$ cat config.mk
export PLATFORM = sky130hd
export DESIGN_NAME = start_token_fifo_ctrl
export DESIGN_NICKNAME = d
export VERILOG_FILES = /design/src/rtl/start_token_fifo_ctrl.sv
export SDC_FILE = /design/constraint.sdc
export NUM_CORES = 1
export LEC_CHECK = 0
export CORE_AREA = 10 10 47 49
export CTS_BUF_LIST = sky130_fd_sc_hd__clkbuf_8 sky130_fd_sc_hd__clkbuf_16
export CTS_CLUSTER_DIAMETER = 60
export DETAILED_ROUTE_END_ITERATION = 6
export DIE_AREA = 0 0 57 59
export PLACE_DENSITY_LB_ADDON = 0.08
export SLEW_MARGIN = 20
export SYNTH_ARGS = -nofsm -noshare
export SYNTH_HDL_FRONTEND = slang
export SYNTH_SLANG_ARGS = --single-unit
$ cat constraint.sdc
create_clock -name ap_clk -period 3.6 [get_ports ap_clk]
set_clock_uncertainty 0.1 [all_clocks]
set_input_delay 0.72 -clock ap_clk [delete_from_list [all_inputs] [get_ports ap_clk]]
set_output_delay 0.72 -clock ap_clk [all_outputs]
set_load 0.02 [all_outputs]
$ cat src/rtl/start_token_fifo_ctrl.sv
// Shift-register FIFO carrying start tokens / small words between dataflow processes.
// Registered occupancy and flags; head word read combinationally from the registered address.
module start_token_fifo_ctrl #(
    parameter int unsigned DATA_WIDTH = 1,
    parameter int unsigned ADDR_WIDTH = 1,
    parameter int unsigned DEPTH      = 2,
    parameter int unsigned AF_LEVEL   = 1
) (
    input  logic                  ap_clk,
    input  logic                  ap_rst_n,
    input  logic                  if_write_ce,
    input  logic                  if_write,
    input  logic [DATA_WIDTH-1:0] if_din,
    output logic                  if_full_n,
    output logic                  if_almost_full,
    input  logic                  if_read_ce,
    input  logic                  if_read,
    output logic [DATA_WIDTH-1:0] if_dout,
    output logic                  if_empty_n,
    output logic [ADDR_WIDTH:0]   if_count
);

    localparam int unsigned CW = ADDR_WIDTH + 1;

    logic [DATA_WIDTH-1:0] mem [DEPTH];
    logic [CW-1:0]         count;
    logic [CW-1:0]         count_nxt;
    logic [ADDR_WIDTH-1:0] addr;
    logic [ADDR_WIDTH-1:0] addr_nxt;
    logic                  empty_n_nxt;
    logic                  full_n_nxt;
    logic                  af_nxt;
    logic                  push;
    logic                  pop;

    // Blocked requests collapse here: full blocks push, empty blocks pop.
    assign push = if_write & if_write_ce & if_full_n;
    assign pop  = if_read  & if_read_ce  & if_empty_n;

    // Storage: no reset; new word enters slot 0, older words move one slot deeper.
    always_ff @(posedge ap_clk) begin
        if (push) mem[0] <= if_din;
    end

    for (genvar g = 1; g < DEPTH; g++) begin : g_shift
        always_ff @(posedge ap_clk) begin
            if (push) mem[g] <= mem[g-1];
        end
    end

    assign if_dout = mem[addr];

    // Next occupancy, head address and flags.
    always_comb begin
        count_nxt = count;
        unique case ({push, pop})
            2'b10:   count_nxt = count + CW'(1);
            2'b01:   count_nxt = count - CW'(1);
            default: count_nxt = count;
        endcase
        addr_nxt    = (count_nxt == CW'(0)) ? ADDR_WIDTH'(0) : ADDR_WIDTH'(count_nxt - CW'(1));
        empty_n_nxt = (count_nxt != CW'(0));
        full_n_nxt  = (count_nxt != CW'(DEPTH));
        af_nxt      = (count_nxt >= CW'(AF_LEVEL));
    end

    always_ff @(posedge ap_clk or negedge ap_rst_n) begin
        if (!ap_rst_n) begin
            count          <= '0;
            addr           <= '0;
            if_empty_n     <= 1'b0;
            if_full_n      <= 1'b1;
            if_almost_full <= 1'b0;
        end else begin
            count          <= count_nxt;
            addr           <= addr_nxt;
            if_empty_n     <= empty_n_nxt;
            if_full_n      <= full_n_nxt;
            if_almost_full <= af_nxt;
        end
    end

    assign if_count = count;

endmodule

* Word level (Yosys, flattened, before mapping)
Memories as Yosys holds them, arrays and structs flattened. Index checks and enable logic that the tools add are counted.
Storage, ports and cells: output and inout port bits 6, bits in writable memories 2, memories kept 1, logic and storage cells 23, flip-flop bits (word level) 6
Operators by class: reduce and logical (&&, ||, !) cells 2, order comparisons 1, mux-type cells 4, equal/unequal tests 3, add/subtract/negate cells 3, bitwise logic cells 4
Memory list:
- mem | depth 2, bits a word 1, read ports 2, clocked after Yosys merged registers in 0, wr ports 2, line 25 | logic [DATA_WIDTH-1:0] mem [DEPTH];
Operators by type and width (number):
- $and A1 B1 Y1 | 4
- $pmux W2 S2 | 1
- $mux W1 | 3
- $add A2 B1 Y2 const B | 1
- $eq A2 B1 Y1 const B | 1
- $eq A2 B2 Y1 const B | 1
- $ge A2 B1 Y1 const B | 1
- $logic_not A2 Y1 | 1
- $ne A2 B2 Y1 const B | 1
- $reduce_bool A2 Y1 | 1
- $sub A2 B1 Y2 const B | 1
- $sub A1 B1 Y1 const B | 1

* Logic depth before layout (Yosys ltp)
word-level depth 6, depth in mapped cells 5, gate-level depth less buffers 5

* Least setup slack after synthesis
OpenSTA, ideal clock, no wires.
path type input to register, start point input port if_read, end point register if_full_n, arrival time 1.574 ns, path slack 1.848 ns, stages on the path 5, required time 3.422 ns, cell sequence and3_1 > ha_1 > inv_1 > nand2_1 > o22a_2
On the way: longest elaborated chain between the ends 5
Ends and longest elaborated chain:
- from (decl) | line 17 | input logic if_read,
- $and A1 B1 Y1 (*) (2 in a row) | line 38 | assign pop = if_read & if_read_ce & if_empty_n;
- $eq A2 B1 Y1 / $eq A2 B2 Y1 (equally long branches) | line 56 | unique case ({push, pop})
- $pmux W2 S2 (*) | line 56
- $ne A2 B2 Y1 (*) | line 63 | full_n_nxt = (count_nxt != CW'(DEPTH));
- named net full_n_nxt | line 31 | logic full_n_nxt;
- to (signal assigned) | line 78 | if_full_n <= full_n_nxt;
- to (decl) | line 14 | output logic if_full_n,
The timed path passes the listed nets; every way through them passes the cells marked *.

==> results_dict.tcl <==
set metrics [dict create \
    clock_latency_ps 230 \
    synth_area_per_cell_um2 12.2 \
    ys_seq_area_share_pct 58.7 \
    hold_buffers 0 \
    place_inst 52 \
    grt_pass1_vias 256 \
    antenna_found_initial 0 \
    dr.pass1.iters 2 \
    irDropWorstVdd_v 0.000290 \
    syn2layout_area_growth_pct 53.5 \
    netlist_area_um2 318 \
    post_cts_buffers 0 \
    synth.area.top_cells "dfrtp_1 31%, edfxtp_1 19%, dfstp_2 8.3%" \
    synth_area_leader_cell "dfrtp_1" \
    rsz0062_at_grt "no" \
    worstPathRequired_ps 2780 \
    rrSetupSlack_ps 2040 \
    power_density_nw_per_um2 860 \
    layout.cells.non_filler 56 \
    post_cts_resized 0 \
    finalWeightedCongestion 0.780 \
    synth_cell_type_count 16 \
    pre_cts_slack_ps 1350 \
    grt_usage_pct 4.52 \
    place_hpwl_um 553 \
    portBuffers 12 \
    setup_tns_ps 0 \
    ios 13 \
    grt-ovfl-total 0 \
    fillers 148 \
    drive_above_1_share_pct 15.0 \
    synthXorXnorAreaFrac_pct 11.0 \
    start_util_pct 22.7 \
    path_class "register to output port" \
    cts_tree "done" \
    syn_inst 26 \
    synth_top_cell_area_share_pct 31.5 \
    numCtsBuffers 3 \
    period_share_pct 62.2 \
    wire_per_inst_um 12.4 \
    die_area_um2 3360 \
    p_leak_nw 0.212 \
    cp_max_fo 2 \
    synth_seq_cells 7 \
    total_power_uw 420 \
    crit_arrival_ps 1420 \
    cts.sinks 7 \
    drt_iter0_markers 12 \
    cts.clk_slew.worst_paths_ps 40 \
    tightest_slew_ps 272 \
    fin_nets 49 \
    vias 230 \
    finalCriticalPeriod_ps 2240 \
    clockBufferDepth 2 \
    synth_top_family_by_area "XOR/XNOR gates" \
    final_common_cell "clkdlybuf4s50_1" \
    grt_max_degree 9 \
    max_freq_ghz 0.447 \
    synth_warnings 0 \
    die_width_um 57 \
    setup_ws_ps 1360 \
    layout_common_cells "12 x clkdlybuf4s50_1, 4 x dfrtp_1, 3 x inv_1, 3 x nand2_1, 3 x clkbuf_8" \
    hold_viol 0 \
    root_buffer "clkbuf_8" \
    cap_violations 0 \
    synth_mux_area_share_pct 3.54 \
    design.core.area_um2 1400 \
    max_slew_margin_pct 81.9 \
    drv_slew 0 \
    ant_nets 0 \
    min-delay-path-class "register to register" \
    synthAdderAreaFrac_pct 3.94 \
    row_count 14 \
    worstSetupStartpointType "register" \
    die_h_um 59 \
    synth_compound_area_share_pct 7.09 \
    htreeDepth 1 \
    drt_wl_total_um 692 \
    finalSetupViolCount 0 \
    synth-simple-area-share_pct 8.66 \
    vias_per_cell 4.11 \
    syn-num-nets 34 \
    remaining_drc_errors 0 \
    outcome "complete, no violations" \
    antenna_cells 0 \
    grt_pass1_wl_mm 1.12 \
    crit_path_end_kind "output port" \
]
[report_power, final]
| part | switching [mW] | total [mW] | internal [mW] |
|---|---|---|---|
| sequential | 0.0295 | 0.143 | 0.113 |
| clock | 0.0326 | 0.106 | 0.0735 |
| combinational | 0.0816 | 0.171 | 0.0893 |
[sequential cells by signal, summed over array words and instances (netlist names)]
signal / cells
mem: 2
if_full_n: 1
if_count: 2
if_almost_full: 1
addr: 1
[final timing paths]
kind                             endpoint      start  cells past startpoint
setup / recovery                  if_dout     mem[0]                      2
min in group asynchronous  if_almost_full   ap_rst_n                      1
hold reg to reg                    mem[1]     mem[0]                      0
hold / removal                     mem[1]     mem[0]                      0
max in group asynchronous       if_full_n   ap_rst_n                      1
setup reg to reg                if_full_n  if_full_n                      5
[per-stage QoR]
stage	cell area, µm²	util (%)	hold slack [ps]
after floorplan	318	-	322
after global placement	443	31.6	339
after detailed placement	443	31.6	352
after CTS	488	34.8	360
after global routing	488	34.8	360
final	488	34.8	357
[layout make-up]
cell class	instances	area (µm²)	share of cell area, %
Clock buffer	3	41.3	8.46
Clock inverter	1	3.75	0.769
Inverter	2	7.51	1.54
Multi-Input combinational cell	15	109	22.3
Sequential cell	7	186	38.2
Tap cell	16	20.0	4.10
Timing Repair Buffer	12	120	24.6
[cells by family after synthesis]
logic type	Yosys count
DFF	7
and+or+nand+nor	6
xor gates and xnor gates	4
buffers and inverters	4
AOI/OAI and AO/OA	3
muxes	1
adders and majority gates	1
[Yosys cell counts, drive strengths merged]
library cell  n
ha            1
inv           2
dfstp         1
xor2          2
buf           2
dfrtp         4
and3          1
mux2          1
o22ai         1
nand3         1
a31oi         1
xnor2         2
nand2         3
nor3          1
o22a          1
edfxtp        2
[per-layer routing]
metal	track usage (%)	vias to the layer above	wire [µm]
met5	0	-	0
met4	5.03	0	24
met3	2.58	2	47
met2	7.29	7	361
met1	3.61	105	258
li1	-	116	-
[critical path: stages (launching register included)]
cell             delay, ps
edfxtp_1               380
mux2_2                 270
clkdlybuf4s50_1        540
(Power assumes the default switching activity.)
